## src/rtl/friscv_inst_prefetch_if.sv

```systemverilog
// rtl/friscv_inst_prefetch_if.sv - en/ready read channel (request address, returned word)
interface friscv_inst_prefetch_if #(
    parameter int ADDRW = 16,
    parameter int XLEN  = 32
) ();
    logic             en;
    logic [ADDRW-1:0] addr;
    logic [XLEN-1:0]  rdata;
    logic             ready;

    // Requester side: drives the request, receives data and completion.
    modport master (output en, output addr, input rdata, input ready);

    // Responder side: receives the request, returns data and completion.
    modport slave (input en, input addr, output rdata, output ready);
endinterface

```

## src/rtl/friscv_inst_prefetch.sv

```systemverilog
// rtl/friscv_inst_prefetch.sv - sequential instruction prefetch FIFO between core fetch port and instruction memory
module friscv_inst_prefetch #(
    parameter int XLEN  = 32,
    parameter int ADDRW = 16,
    parameter int DEPTH = 4
) (
    input  logic                   aclk,
    input  logic                   areset,
    input  logic                   srst,
    friscv_inst_prefetch_if.slave  inst,
    friscv_inst_prefetch_if.master mem
);
    localparam int PTRW = $clog2(DEPTH);
    localparam int CNTW = $clog2(DEPTH + 1);
    localparam logic [ADDRW-1:0] WORD_STEP = ADDRW'(4);
    localparam logic [ADDRW-1:0] ALIGN_MASK = ~ADDRW'(3);
    localparam logic [CNTW-1:0]  FULL = CNTW'(DEPTH);

    typedef enum logic [1:0] {IDLE, FETCH, DRAIN} state_t;

    state_t           state;
    logic [XLEN-1:0]  fifo [DEPTH];
    logic [PTRW-1:0]  rd_ptr;
    logic [PTRW-1:0]  wr_ptr;
    logic [CNTW-1:0]  count;
    logic [ADDRW-1:0] head_addr;
    logic [ADDRW-1:0] fetch_addr;
    logic [ADDRW-1:0] drain_addr;

    logic [ADDRW-1:0] req_addr;
    logic             addr_match;
    logic             hit;
    logic             miss;
    logic             mem_hs;
    logic             push;

    // head_addr is always word aligned, so comparing the masked request covers bits [ADDRW-1:2]
    assign req_addr   = inst.addr & ALIGN_MASK;
    assign addr_match = (req_addr == head_addr);
    assign hit        = inst.en && (state == FETCH) && (count != '0) && addr_match;
    assign miss       = inst.en && !((state == FETCH) && addr_match);

    // Memory request depends on flops only, so it cannot drop while a handshake is pending
    assign mem.en   = ((state == FETCH) && (count < FULL)) || (state == DRAIN);
    assign mem.addr = (state == DRAIN) ? drain_addr : fetch_addr;
    assign mem_hs   = mem.en && mem.ready;
    // A flush in the same cycle as a handshake wins: the returned word is dropped
    assign push     = mem_hs && (state == FETCH) && !miss;

    assign inst.ready = hit;
    assign inst.rdata = (count != '0) ? fifo[rd_ptr] : '0;

    // FIFO storage: data needs no reset, validity is tracked by count
    always_ff @(posedge aclk) begin
        if (push) begin
            fifo[wr_ptr] <= mem.rdata;
        end
    end

    // Control FSM, pointers, occupancy and stream addresses
    always_ff @(posedge aclk or posedge areset) begin
        if (areset) begin
            state      <= IDLE;
            rd_ptr     <= '0;
            wr_ptr     <= '0;
            count      <= '0;
            head_addr  <= '0;
            fetch_addr <= '0;
            drain_addr <= '0;
        end else if (srst) begin
            state      <= IDLE;
            rd_ptr     <= '0;
            wr_ptr     <= '0;
            count      <= '0;
            head_addr  <= '0;
            fetch_addr <= '0;
            drain_addr <= '0;
        end else if (miss) begin
            rd_ptr     <= '0;
            wr_ptr     <= '0;
            count      <= '0;
            head_addr  <= req_addr;
            fetch_addr <= req_addr;
            // In DRAIN mem.addr is already drain_addr, so the outstanding request is kept
            drain_addr <= mem.addr;
            if (mem.en && !mem.ready) begin
                state <= DRAIN;
            end else begin
                state <= FETCH;
            end
        end else begin
            case (state)
                FETCH: begin
                    if (push) begin
                        wr_ptr     <= wr_ptr + 1'b1;
                        fetch_addr <= fetch_addr + WORD_STEP;
                    end
                    if (hit) begin
                        rd_ptr    <= rd_ptr + 1'b1;
                        head_addr <= head_addr + WORD_STEP;
                    end
                    case ({push, hit})
                        2'b10:   count <= count + 1'b1;
                        2'b01:   count <= count - 1'b1;
                        default: count <= count;
                    endcase
                end
                DRAIN: begin
                    if (mem.ready) begin
                        state <= FETCH;
                    end
                end
                default: begin
                    state <= IDLE;
                end
            endcase
        end
    end
endmodule

```

## src/flat_wrapper.sv

```systemverilog
// flat-port wrapper written by rule: the top's interface ports become plain ports
module friscv_inst_prefetch_flat 
#(
    parameter int XLEN  = 32,
    parameter int ADDRW = 16,
    parameter int DEPTH = 4
)
  (aclk, areset, srst, inst_en, inst_addr, inst_rdata, inst_ready, mem_en, mem_addr, mem_rdata, mem_ready);
  friscv_inst_prefetch_if #(.ADDRW(ADDRW), .XLEN(XLEN)) inst_i ();
  friscv_inst_prefetch_if #(.ADDRW(ADDRW), .XLEN(XLEN)) mem_i ();
  input  logic aclk;
  input  logic areset;
  input  logic srst;
  input wire logic [$bits(inst_i.en)-1:0] inst_en;
  input wire logic [$bits(inst_i.addr)-1:0] inst_addr;
  output wire logic [$bits(inst_i.rdata)-1:0] inst_rdata;
  output wire logic [$bits(inst_i.ready)-1:0] inst_ready;
  output wire logic [$bits(mem_i.en)-1:0] mem_en;
  output wire logic [$bits(mem_i.addr)-1:0] mem_addr;
  input wire logic [$bits(mem_i.rdata)-1:0] mem_rdata;
  input wire logic [$bits(mem_i.ready)-1:0] mem_ready;
  assign inst_i.en = inst_en;
  assign inst_i.addr = inst_addr;
  assign inst_rdata = inst_i.rdata;
  assign inst_ready = inst_i.ready;
  assign mem_en = mem_i.en;
  assign mem_addr = mem_i.addr;
  assign mem_i.rdata = mem_rdata;
  assign mem_i.ready = mem_ready;
  friscv_inst_prefetch #(.XLEN(XLEN), .ADDRW(ADDRW), .DEPTH(DEPTH)) u_core (.aclk(aclk), .areset(areset), .srst(srst), .inst(inst_i), .mem(mem_i));
endmodule
```

## config.mk

```make
export PLATFORM = sky130hd
export DESIGN_NAME = friscv_inst_prefetch_flat
export DESIGN_NICKNAME = d
export VERILOG_FILES = /design/src/rtl/friscv_inst_prefetch_if.sv /design/src/rtl/friscv_inst_prefetch.sv /design/src/flat_wrapper.sv
export SDC_FILE = /design/constraint.sdc
export NUM_CORES = 1
export LEC_CHECK = 0
export CAP_MARGIN = 20
export CORE_MARGIN = 1
export CORE_UTILIZATION = 45
export DETAILED_ROUTE_END_ITERATION = 7
export PLACE_DENSITY_LB_ADDON = 0.05
export SLEW_MARGIN = 20
export SYNTH_ARGS = -nofsm -noshare
export SYNTH_HDL_FRONTEND = slang
export SYNTH_SLANG_ARGS = --single-unit
```

## constraint.sdc

```tcl
create_clock -name aclk -period 5.17 [get_ports aclk]
set_input_delay 1.551 -clock aclk [delete_from_list [all_inputs] [get_ports aclk]]
set_output_delay 1.551 -clock aclk [all_outputs]
set_load 0.1 [all_outputs]
```

# [Yosys cells after proc, flatten, opt, wreduce, memory -nomap -nowiden]
# Memory sizes are Yosys's and may differ from the RTL's.
# Cells that the tools add are included.
[totals] regBits=57 mem_bits_rw=128 input_bits=53 out_inout_bits=50 elab_cells=77 memories=1
[mem_list] name="u_core.fifo" words=4 width=32 rd=1 rd_ports_with_merged_regs=0 write_ports=1 line="friscv_inst_prefetch.sv:22" text="logic [XLEN-1:0] fifo [DEPTH];"
[classes] n_addsub=6 magnitude_cmp=1 n_eq_ne=7 muxes=31 reduce_logical=24
[op_table] operator="$mux W16" count=11
[op_table] operator="$add A16 B3 Y16 const B" count=2
[op_table] operator="$mux W32" count=1
[op_table] operator="$mux W2" count=12
[op_table] operator="$eq A16 B16 Y1" count=1
[op_table] operator="$reduce_bool A3 Y1" count=4
[op_table] operator="$logic_and A1 B1 Y1" count=10
[op_table] operator="$mux W3" count=3
[op_table] operator="$reduce_and A2 Y1" count=4
[op_table] operator="$pmux W3 S2" count=1
[op_table] operator="$add A2 B1 Y2 const B" count=2
[op_table] operator="$eq A2 B1 Y1 const B" count=2
[op_table] operator="$eq A2 B2 Y1 const B" count=2
[op_table] operator="$ne A4 B3 Y1 const B" count=1
[op_table] operator="$pmux W2 S2" count=1
[op_table] operator="$reduce_bool A4 Y1" count=1
[op_table] operator="$add A3 B1 Y3 const B" count=1
[op_table] operator="$logic_not A1 Y1" count=3
[op_table] operator="$lt A3 B3 Y1 const B" count=1
[op_table] operator="$ne A3 B2 Y1 const B" count=1
[op_table] operator="$sub A3 B1 Y3 const B" count=1
[op_table] operator="$mux W1" count=2
[op_table] operator="$reduce_bool A2 Y1" count=1
[op_table] operator="$logic_or A1 B1 Y1" count=1

# [Longest topological paths before layout]
# Gate-level depths: netlist of run 1.
[depth] word_depth=11 depth_mapped=11 depth_no_buf=10

# [Worst setup path after synthesis of run 1]
# OpenSTA, ideal clock, no wires.
[synth_path] path_type="input -> output" startpoint="input inst_addr[7]" endpoint="output inst_ready" arrival_ps=2867 required_ps=3619 setup_slack_ps=752 cell_stages=6 path_buffers=1 cell_sequence="xor2_1 > nor4_2 > and4_1 > buf_2 > nand2_1 > inv_2"
[synth_via] elab_chain_cells=2
[synth_lines] element="from (decl)" line="flat_wrapper.sv:15" text="input wire logic [$bits(inst_i.addr)-1:0] inst_addr;"
[synth_lines] element="$eq A16 B16 Y1" line="friscv_inst_prefetch.sv:39" text="assign addr_match = (req_addr == head_addr);"
[synth_lines] element="$logic_and A1 B1 Y1" line="friscv_inst_prefetch.sv:40" text="assign hit = inst.en && (state == FETCH) && (count != '0) && addr_match;"
[synth_lines] element="to (decl)" line="flat_wrapper.sv:17" text="output wire logic [$bits(inst_i.ready)-1:0] inst_ready;"
# No other way between the ends.

# [Worst setup path after layout of run 1]
# Same ends and word-level chain as after synthesis.

==> impl_metrics.py, run 1 <==
metrics = {
    "pwr": {
        "p_sw_frac": 0.257,
        "power_frac_comb": 0.093,
        "p_sw_mw": 0.823,
        "seqPwrFrac": 0.502,
        "p_per_area_nw_per_um2": 327,
        "clkPwrFrac": 0.405,
        "internal-power_mw": 2.38,
        "p_total_mw": 3.20,
        "ir_worst_vdd_v": 0.000257,
        "p_leak_nw": 3.61,
    },
    "timing": {
        "clock.fmax_mhz": 209,
        "tightest_slew_ns": 0.985,
        "whs_ns": 0.535,
        "fin_skew_ns": 0.0241,
        "layout_min_cycle_time_ns": 4.79,
        "rsz0062_at_grt": "false",
        "fin_crit_sh": 0.927,
        "slew_headroom": 0.341,
        "fin_ws_ns": 0.376,
        "finalHoldViolCount": 0,
        "slew_viol_final": 0,
        "finalSetupTns_ns": 0,
        "setup_viol": 0,
    },
    "clock_tree": {
        "cts_root_buf": "clkbuf_16",
        "clkTransAtPathRegs_ns": 0.07,
        "htree_levels": 4,
        "cts_buffer_depth": 2,
        "cts_resized": 0,
        "cts_num_sinks": 181,
        "numCtsBuffers": 17,
        "clock_latency_ns": 0.44,
        "cts_tree": "yes",
        "holdBufCountCts": 0,
        "postCtsSetupBuffers": 0,
    },
    "die": {
        "die_y_um": 135,
        "core_region_area_um2": 17300,
        "start_util": 0.462,
        "die-area_um2": 18300,
        "fp.dieW_um": 135,
        "io_pins": 103,
        "rows": 48,
    },
    "routing": {
        "via_per_inst": 5.46,
        "drt-pass1-iter-count": 7,
        "dr.first_iter.drc_count": 218,
        "wl_per_cell_um": 18.1,
        "routed_wl_mm": 16.7,
        "postRouteAntennaNets": 0,
        "vias": 5019,
        "remaining_drc_errors": 0,
    },
    "grt": {
        "antenna_found_initial": 0,
        "grt_first_pass_wirelength_mm": 26.5,
        "grt.total_usage": 0.196,
        "grt_pass1_vias": 4995,
        "grt_start_max_net_pins": 54,
        "overflow": 0,
    },
    "critical_path": {
        "critical_path_class": "in -> out",
        "cp.required_ns": 3.62,
        "crit_fanout": 4,
        "critPathArrivalTime_ns": 3.24,
        "startpoint_type": "primary input",
        "worstSetupEndpointType": "output port",
    },
    "synthesis": {
        "syn-cell-area_um2": 7990,
        "synth_area_leaders": "edfxtp_1, dfrtp_1, mux4_2",
        "synth_top_area_cell": "edfxtp_1",
        "synth-edff-count": 128,
        "synth_cell_types": 42,
        "ys_seq_area_frac": 0.647,
        "synthArstFlopShare": 0.293,
        "synth_nets": 641,
        "syn_inst": 581,
        "yosysTopAreaCellShare": 0.481,
        "avgSynthCellArea_um2": 13.8,
        "ys_warn_count": 0,
        "ys.flop_type": "edfxtp_1",
        "ys_ff_latch": 181,
    },
    "layout": {
        "final_cell_count_no_fill": 919,
        "nets": 741,
        "fin_area_um2": 9800,
        "final_layout_size_suffix_gt1_frac": 0.206,
        "diodes": 0,
        "synthToLayoutAreaGrowth_pct": 22.7,
        "fin_util": 0.567,
    },
    "placement": {
        "hpwl_mm": 10.7,
        "placed_cell_area_um2": 9200,
        "gp_congestion": 0.839,
        "io_buffers": 100,
        "dpl.cell_count": 887,
        "place_ws_ns": 0.366,
    },
    "flow_run": {
        "max_cap_viol_count": 0,
    },
    "outcome": {
        "outcome": "complete, no violations",
    },
    "worst_hold_path": {
        "hold_class": "reg -> reg",
    },
}
-- cell usage after synthesis, types with 10 or more instances --
master,number
nor3_1,17
buf_2,12
dfrtp_1,53
o21ai_0,12
xnor2_1,10
and2_1,37
nor2_1,36
mux4_2,32
nand2_1,70
xor2_1,24
a21oi_1,34
clkbuf_1,21
edfxtp_1,128
-- final cells by class --
type / count / area (um^2)
Fill cell: 1440 / 7490
Multi-Input combinational cell: 360 / 2670
Inverter: 6 / 22.5
Clock buffer: 17 / 425
Clock inverter: 15 / 178
Sequential cell: 181 / 5170
Tap cell: 225 / 282
Timing Repair Buffer: 115 / 1050
-- cell families after synthesis --
| family | after synthesis | synth area share |
|---|---|---|
| buffers and inverters | 40 | 0.0207 |
| and+or+nand+nor | 215 | 0.137 |
| AOI/OAI and AO/OA | 66 | 0.0476 |
| muxes | 38 | 0.0980 |
| adders and majority gates | 7 | 0.0119 |
| DFF | 181 | 0.647 |
| xor gates and xnor gates | 34 | 0.0373 |
-- final timing paths --
| path | slack (ns) | cells past startpoint | start | to |
|---|---|---|---|---|
| min | 0.53 | 1 | u_core.drain_addr[0]$_DFFE_PP0P_ | u_core.drain_addr[0]$_DFFE_PP0P_ |
| min in group asynchronous | 1.60 | 2 | areset | u_core.drain_addr[1]$_DFFE_PP0P_ |
| min reg2reg | 0.53 | 1 | u_core.drain_addr[0]$_DFFE_PP0P_ | u_core.drain_addr[0]$_DFFE_PP0P_ |
| max in group asynchronous | 2.82 | 3 | areset | u_core.rd_ptr[1]$_DFFE_PP0N_ |
| max reg2reg | 2.32 | 6 | u_core.state[1]$_DFFE_PP0P_ | u_core.count[1]$_DFFE_PP0P_ |
| max | 0.38 | 7 | inst_addr[7] | inst_ready |
-- power groups by stage --
stage	Clock, mW	Sequential, mW	Combinational, mW
finish	1.30	1.61	0.298
global route	1.39	1.61	0.319
CTS	1.33	1.61	0.301
detailed placement	0	1.64	0.300
global placement	0	1.64	0.295
floorplan	0	1.63	0.197
-- cell usage in the layout, fill, tap and decap left out, types with 2 or more instances in the layout --
cell             netlist  final
nor2_1                36     36
mux2i_1                4      4
xor2_1                24     24
xnor2_1               10     10
buf_4                  0     59
edfxtp_1             128    128
nand2_1               70     70
clkinv_8               0      2
nor4_2                 3      3
a211oi_1               6      6
a21oi_1               34     34
clkdlybuf4s50_1        0     51
inv_1                  5      4
nand3_1                9      9
o21ai_0               12     12
nor3b_1                3      3
nand2b_1               3      3
dfrtp_2                0      2
inv_2                  1      2
dfrtp_1               53     51
mux4_2                32     32
mux2_2                 2      2
nand4_1                8      8
o21bai_1               9      9
or3_1                  4      4
ha_1                   6      6
inv_8                  0      6
nor4_1                 7      7
inv_6                  0      4
and4_1                 3      3
buf_12                 0      5
clkbuf_16              0     17
and3_2                 0      4
a22oi_1                2      2
and2_1                37     37
nor3_1                17     17
and3_1                 6      2
nand3b_1               2      2
-- state kept, by name, summed over array words and instances, names as in the netlist --
signal	count
u_core.rd_ptr	2
u_core.fetch_addr	14
u_core.drain_addr	16
u_core.fifo	128
u_core.count	3
u_core.wr_ptr	2
u_core.state	2
u_core.head_addr	14
-- worst max-delay path: stages --
cell             delay (ns)
clkdlybuf4s50_1        0.47
xor2_1                 0.20
nor4_2                 0.35
and4_1                 0.26
nand2_1                0.12
inv_2                  0.12
buf_12                 0.17
-- layer usage --
| metal | wire, um | vias to the layer above | part of all wire | global-route usage |
|---|---|---|---|---|
| li1 | - | 2352 | - | - |
| met1 | 7260 | 2537 | 0.44 | 0.251 |
| met2 | 8440 | 117 | 0.51 | 0.325 |
| met3 | 756 | 13 | 0.045 | 0.0468 |
| met4 | 217 | 0 | 0.013 | 0.0743 |
| met5 | 0 | - | 0 | 0 |
Note: power is estimated with default switching activity, not from simulation.
==> inputs of run 2 (changes only) <==
Settings changed: CORE_MARGIN 1 to 3, CTS_BUF_LIST set to sky130_fd_sc_hd__clkbuf_8.
==> impl_metrics.py, run 2 (synthesis gave the netlist of run 1 again) <==
metrics = {
    "outcome": {
        "outcome": "complete, no violations",
    },
    "timing": {
        "tightest_slew_ns": 1.01,
        "setup_viol": 0,
        "fin_crit_sh": 0.931,
        "slew_headroom": 0.320,
        "layout_min_cycle_time_ns": 4.81,
        "clock.fmax_mhz": 208,
        "rsz0062_at_grt": "false",
        "fin_skew_ns": 0.0120,
        "finalHoldViolCount": 0,
        "slew_viol_final": 0,
        "finalSetupTns_ns": 0,
    },
    "layout": {
        "diodes": 0,
        "final_cell_mix": "edfxtp_1, nand2_1, buf_4, dfrtp_1, clkdlybuf4s50_1",
        "reg_top3": "u_core.fifo x128, u_core.drain_addr x16",
        "nets": 740,
        "multiInputGateArea_um2": 2670,
        "regArea_um2": 5170,
        "final_layout_size_suffix_gt1_frac": 0.205,
        "num-fill-cells": 1445,
        "final_common_cell": "edfxtp_1",
        "synthToLayoutAreaGrowth_pct": 20.0,
        "top_register": "u_core.fifo",
        "fin_util": 0.553,
        "largest_reg_flops": 128,
        "final_cell_count_no_fill": 918,
    },
    "routing": {
        "vias": 4979,
        "postRouteAntennaNets": 0,
        "dr.first_iter.drc_count": 342,
        "wl_per_cell_um": 18.7,
        "routed_wl_mm": 17.2,
        "drt-pass1-iter-count": 5,
        "remaining_drc_errors": 0,
        "via_per_inst": 5.42,
    },
    "flow_run": {
        "max_cap_viol_count": 0,
    },
    "clock_tree": {
        "cts_buffer_depth": 2,
        "cts_resized": 0,
        "cts_num_sinks": 181,
        "clock_latency_ns": 0.45,
        "numCtsBuffers": 17,
        "holdBufCountCts": 0,
        "cts_root_buf": "clkbuf_8",
        "htree_levels": 4,
        "postCtsSetupBuffers": 0,
        "clkTransAtPathRegs_ns": 0.09,
        "cts_tree": "yes",
    },
    "die": {
        "io_pins": 103,
        "fp.dieW_um": 139,
        "die_y_um": 139,
        "start_util": 0.460,
        "die-area_um2": 19400,
        "rows": 48,
        "core_region_area_um2": 17400,
    },
    "critical_path": {
        "critical_path_class": "in -> out",
        "critPathArrivalTime_ns": 3.26,
        "worstSetupEndpointType": "output port",
        "r2r_setup_slack_ns": 2.25,
        "crit_fanout": 4,
        "r2r_cells": 6,
        "crit_chain": "clkdlybuf4s50_1 > xor2_1 > nor4_2 > and4_1 > nand2_1 > inv_2 > buf_12",
        "startpoint_type": "primary input",
        "crit_slowest_cell": "clkdlybuf4s50_1",
        "r2r_start": "u_core.state[1]$_DFFE_PP0P_",
        "cp.required_ns": 3.62,
        "max_stage_delay_ns": 0.47,
        "r2r_end": "u_core.count[1]$_DFFE_PP0P_",
    },
    "placement": {
        "gp_congestion": 0.835,
        "io_buffers": 100,
        "dpl.cell_count": 886,
        "hpwl_mm": 11.0,
    },
    "worst_hold_path": {
        "whs_endpoint": "u_core.drain_addr[5]$_DFFE_PP0P_",
        "min_from": "u_core.drain_addr[5]$_DFFE_PP0P_",
        "hold_class": "reg -> reg",
        "hold_depth": 2,
    },
    "grt": {
        "grt_first_pass_wirelength_mm": 27.6,
        "grt_start_max_net_pins": 54,
        "overflow": 0,
        "grt.total_usage": 0.182,
        "grt_pass1_vias": 5136,
        "antenna_found_initial": 0,
    },
    "pwr": {
        "p_leak_nw": 3.52,
        "p_total_mw": 2.88,
        "p_per_area_nw_per_um2": 300,
        "ir_worst_vdd_v": 0.000178,
    },
}
[run 2: per-layer routing]
metal	vias to the layer above	part of all wire	track usage
met5	-	0	0
met4	0	0.018	0.0659
met3	22	0.055	0.0430
met2	146	0.47	0.270
met1	2473	0.46	0.266
li1	2338	-	-
[run 2: worst max path at each step]
stage                  start         end  cells past startpoint
4_1_cts         inst_addr[7]  inst_ready                      7
2_1_floorplan   inst_addr[7]  inst_ready                      6
3_5_place_dp    inst_addr[7]  inst_ready                      7
5_1_grt        inst_addr[13]  inst_ready                      7
6_report        inst_addr[6]  inst_ready                      7
3_3_place_gp    inst_addr[7]  inst_ready                      7
[run 2: layout make-up]
cell class	count	share of cell area
Multi-Input combinational cell	360	0.278
Timing Repair Buffer	114	0.109
Tap cell	225	0.0294
Sequential cell	181	0.539
Clock buffer	17	0.0244
Clock inverter	15	0.0180
Inverter	6	0.00248
[run 2: critical path: cells and delay by family]
kind / cells / cell delay, ns
buffers and inverters: 3 / 0.77
and+or+nand+nor: 3 / 0.75
xor gates and xnor gates: 1 / 0.20
[run 2: where the power goes]
group	internal, mW	total [mW]	switching (mW)
sequential	1.58	1.61	0.0251
clock	0.444	0.969	0.525
combinational	0.0970	0.299	0.202
[run 2: through the flow]
stage	hold WS (ns)	cell area, um^2	setup WS, ns
2_1_floorplan	0.502	7990	0.752
5_1_grt	0.549	9590	0.234
6_report	0.530	9590	0.355
3_5_place_dp	0.517	9180	0.361
3_3_place_gp	0.511	9180	0.366
4_1_cts	0.531	9590	0.344
==> inputs of run 3 (changes only) <==
Clock period 5.17 ns to 4.3 ns, I/O delays scaled along.
==> impl_metrics.py, run 3 (synthesis gave the netlist of run 1 again) <==
metrics = {
    "outcome": {
        "outcome": "complete, no violations",
    },
    "pwr": {
        "p_leak_nw": 3.59,
        "p_per_area_nw_per_um2": 350,
        "ir_worst_vdd_v": 0.000181,
        "p_total_mw": 3.40,
    },
    "clock_tree": {
        "cts_tree": "yes",
        "holdBufCountCts": 0,
        "numCtsBuffers": 17,
        "clkTransAtPathRegs_ns": 0.09,
        "htree_levels": 4,
        "cts_root_buf": "clkbuf_8",
        "clock_latency_ns": 0.45,
        "cts_num_sinks": 181,
        "cts_buffer_depth": 2,
    },
    "timing": {
        "finalSetupTns_ns": 0,
        "fin_crit_sh": 0.984,
        "slew_headroom": 0.395,
        "whs_ns": 0.530,
        "slew_viol_final": 0,
        "setup_viol": 0,
        "rsz0062_at_grt": "false",
        "tightest_slew_ns": 0.907,
        "fin_skew_ns": 0.0110,
        "layout_min_cycle_time_ns": 4.23,
        "finalHoldViolCount": 0,
        "clock.fmax_mhz": 236,
    },
    "layout": {
        "final_layout_size_suffix_gt1_frac": 0.225,
        "diodes": 0,
        "fin_area_um2": 9730,
        "multiInputGateArea_um2": 2670,
        "final_common_cell": "edfxtp_1",
        "synthToLayoutAreaGrowth_pct": 21.8,
        "top_register": "u_core.fifo",
        "num-fill-cells": 1418,
        "reg_top3": "u_core.fifo x128, u_core.drain_addr x16",
        "largest_reg_flops": 128,
        "final_cell_mix": "edfxtp_1, buf_4, nand2_1, dfrtp_1, clkdlybuf4s50_1",
        "regArea_um2": 5170,
        "nets": 758,
    },
    "placement": {
        "placed_cell_area_um2": 9340,
        "hpwl_mm": 11.6,
        "io_buffers": 100,
        "gp_congestion": 0.856,
    },
    "worst_hold_path": {
        "hold_class": "reg -> reg",
    },
    "critical_path": {
        "startpoint_type": "primary input",
        "crit_fanout": 2,
        "critPathArrivalTime_ns": 2.94,
        "critical_path_class": "in -> out",
        "cp.required_ns": 3.01,
        "worstSetupEndpointType": "output port",
    },
    "routing": {
        "via_per_inst": 5.42,
        "wl_per_cell_um": 18.6,
        "postRouteAntennaNets": 0,
        "vias": 5068,
        "remaining_drc_errors": 0,
        "drt-pass1-iter-count": 4,
        "dr.first_iter.drc_count": 320,
        "routed_wl_mm": 17.4,
    },
    "die": {
        "core_region_area_um2": 17400,
        "die-area_um2": 19400,
        "io_pins": 103,
        "die_y_um": 139,
        "rows": 48,
        "start_util": 0.460,
        "fp.dieW_um": 139,
    },
    "grt": {
        "grt_pass1_vias": 5202,
        "grt_first_pass_wirelength_mm": 28.1,
        "overflow": 0,
        "grt.total_usage": 0.185,
        "grt_start_max_net_pins": 38,
        "antenna_found_initial": 0,
    },
    "flow_run": {
        "max_cap_viol_count": 0,
    },
}
[run 3: repair_timing]
item | 4_1_cts | 5_1_grt
buffers inserted | 0 | 1
gates resized for setup | 0 | 1
setup endpoints to repair | 0 | 1
[run 3: metal layers]
layer	track usage	wire length [um]
met1	0.271	8130
met4	0.0566	179
met3	0.0361	933
met2	0.284	8190
met5	0	0
[run 3: path summary, 6_finish.rpt]
path	start	endpoint	depth (start not counted)	slack, ns
setup / recovery	inst_addr[15]	inst_ready	7	0.07
hold / removal	u_core.drain_addr[4]$_DFFE_PP0P_	u_core.drain_addr[4]$_DFFE_PP0P_	2	0.53
setup reg to reg	u_core.count[2]$_DFFE_PP0P_	u_core.count[1]$_DFFE_PP0P_	8	1.23
hold reg to reg	u_core.drain_addr[4]$_DFFE_PP0P_	u_core.drain_addr[4]$_DFFE_PP0P_	2	0.53
max in group asynchronous	areset	u_core.rd_ptr[1]$_DFFE_PP0N_	3	2.45
min in group asynchronous	areset	u_core.drain_addr[14]$_DFFE_PP0P_	2	1.19
[run 3: cell type report]
| cell class | count | area share |
|---|---|---|
| Sequential cell | 181 | 0.532 |
| Multi-Input combinational cell | 360 | 0.274 |
| Timing Repair Buffer | 132 | 0.124 |
| Tap cell | 225 | 0.0289 |
| Clock buffer | 17 | 0.0240 |
| Clock inverter | 14 | 0.0152 |
| Inverter | 6 | 0.00231 |
[run 3: power breakdown]
group	switching [mW]	internal, mW	total [mW]
Combinational	0.245	0.126	0.371
Clock	0.627	0.472	1.10
Sequential	0.0311	1.90	1.93
[run 3: critical path, cell delays in order]
cell	delay (ns)
clkdlybuf4s50_1	0.45
xor2_1	0.19
nor4_2	0.36
and4_1	0.30
nand2_2	0.08
inv_2	0.09
buf_12	0.18
[run 3: through the flow]
step	utilization	std cells	setup slack, ns
after global routing	0.561	935	0.0122
after CTS	0.560	934	0.0873
after floorplan	-	581	0.155
final	0.561	935	0.0703
after detailed placement	0.538	903	0.100
after global placement	0.538	903	0.0954
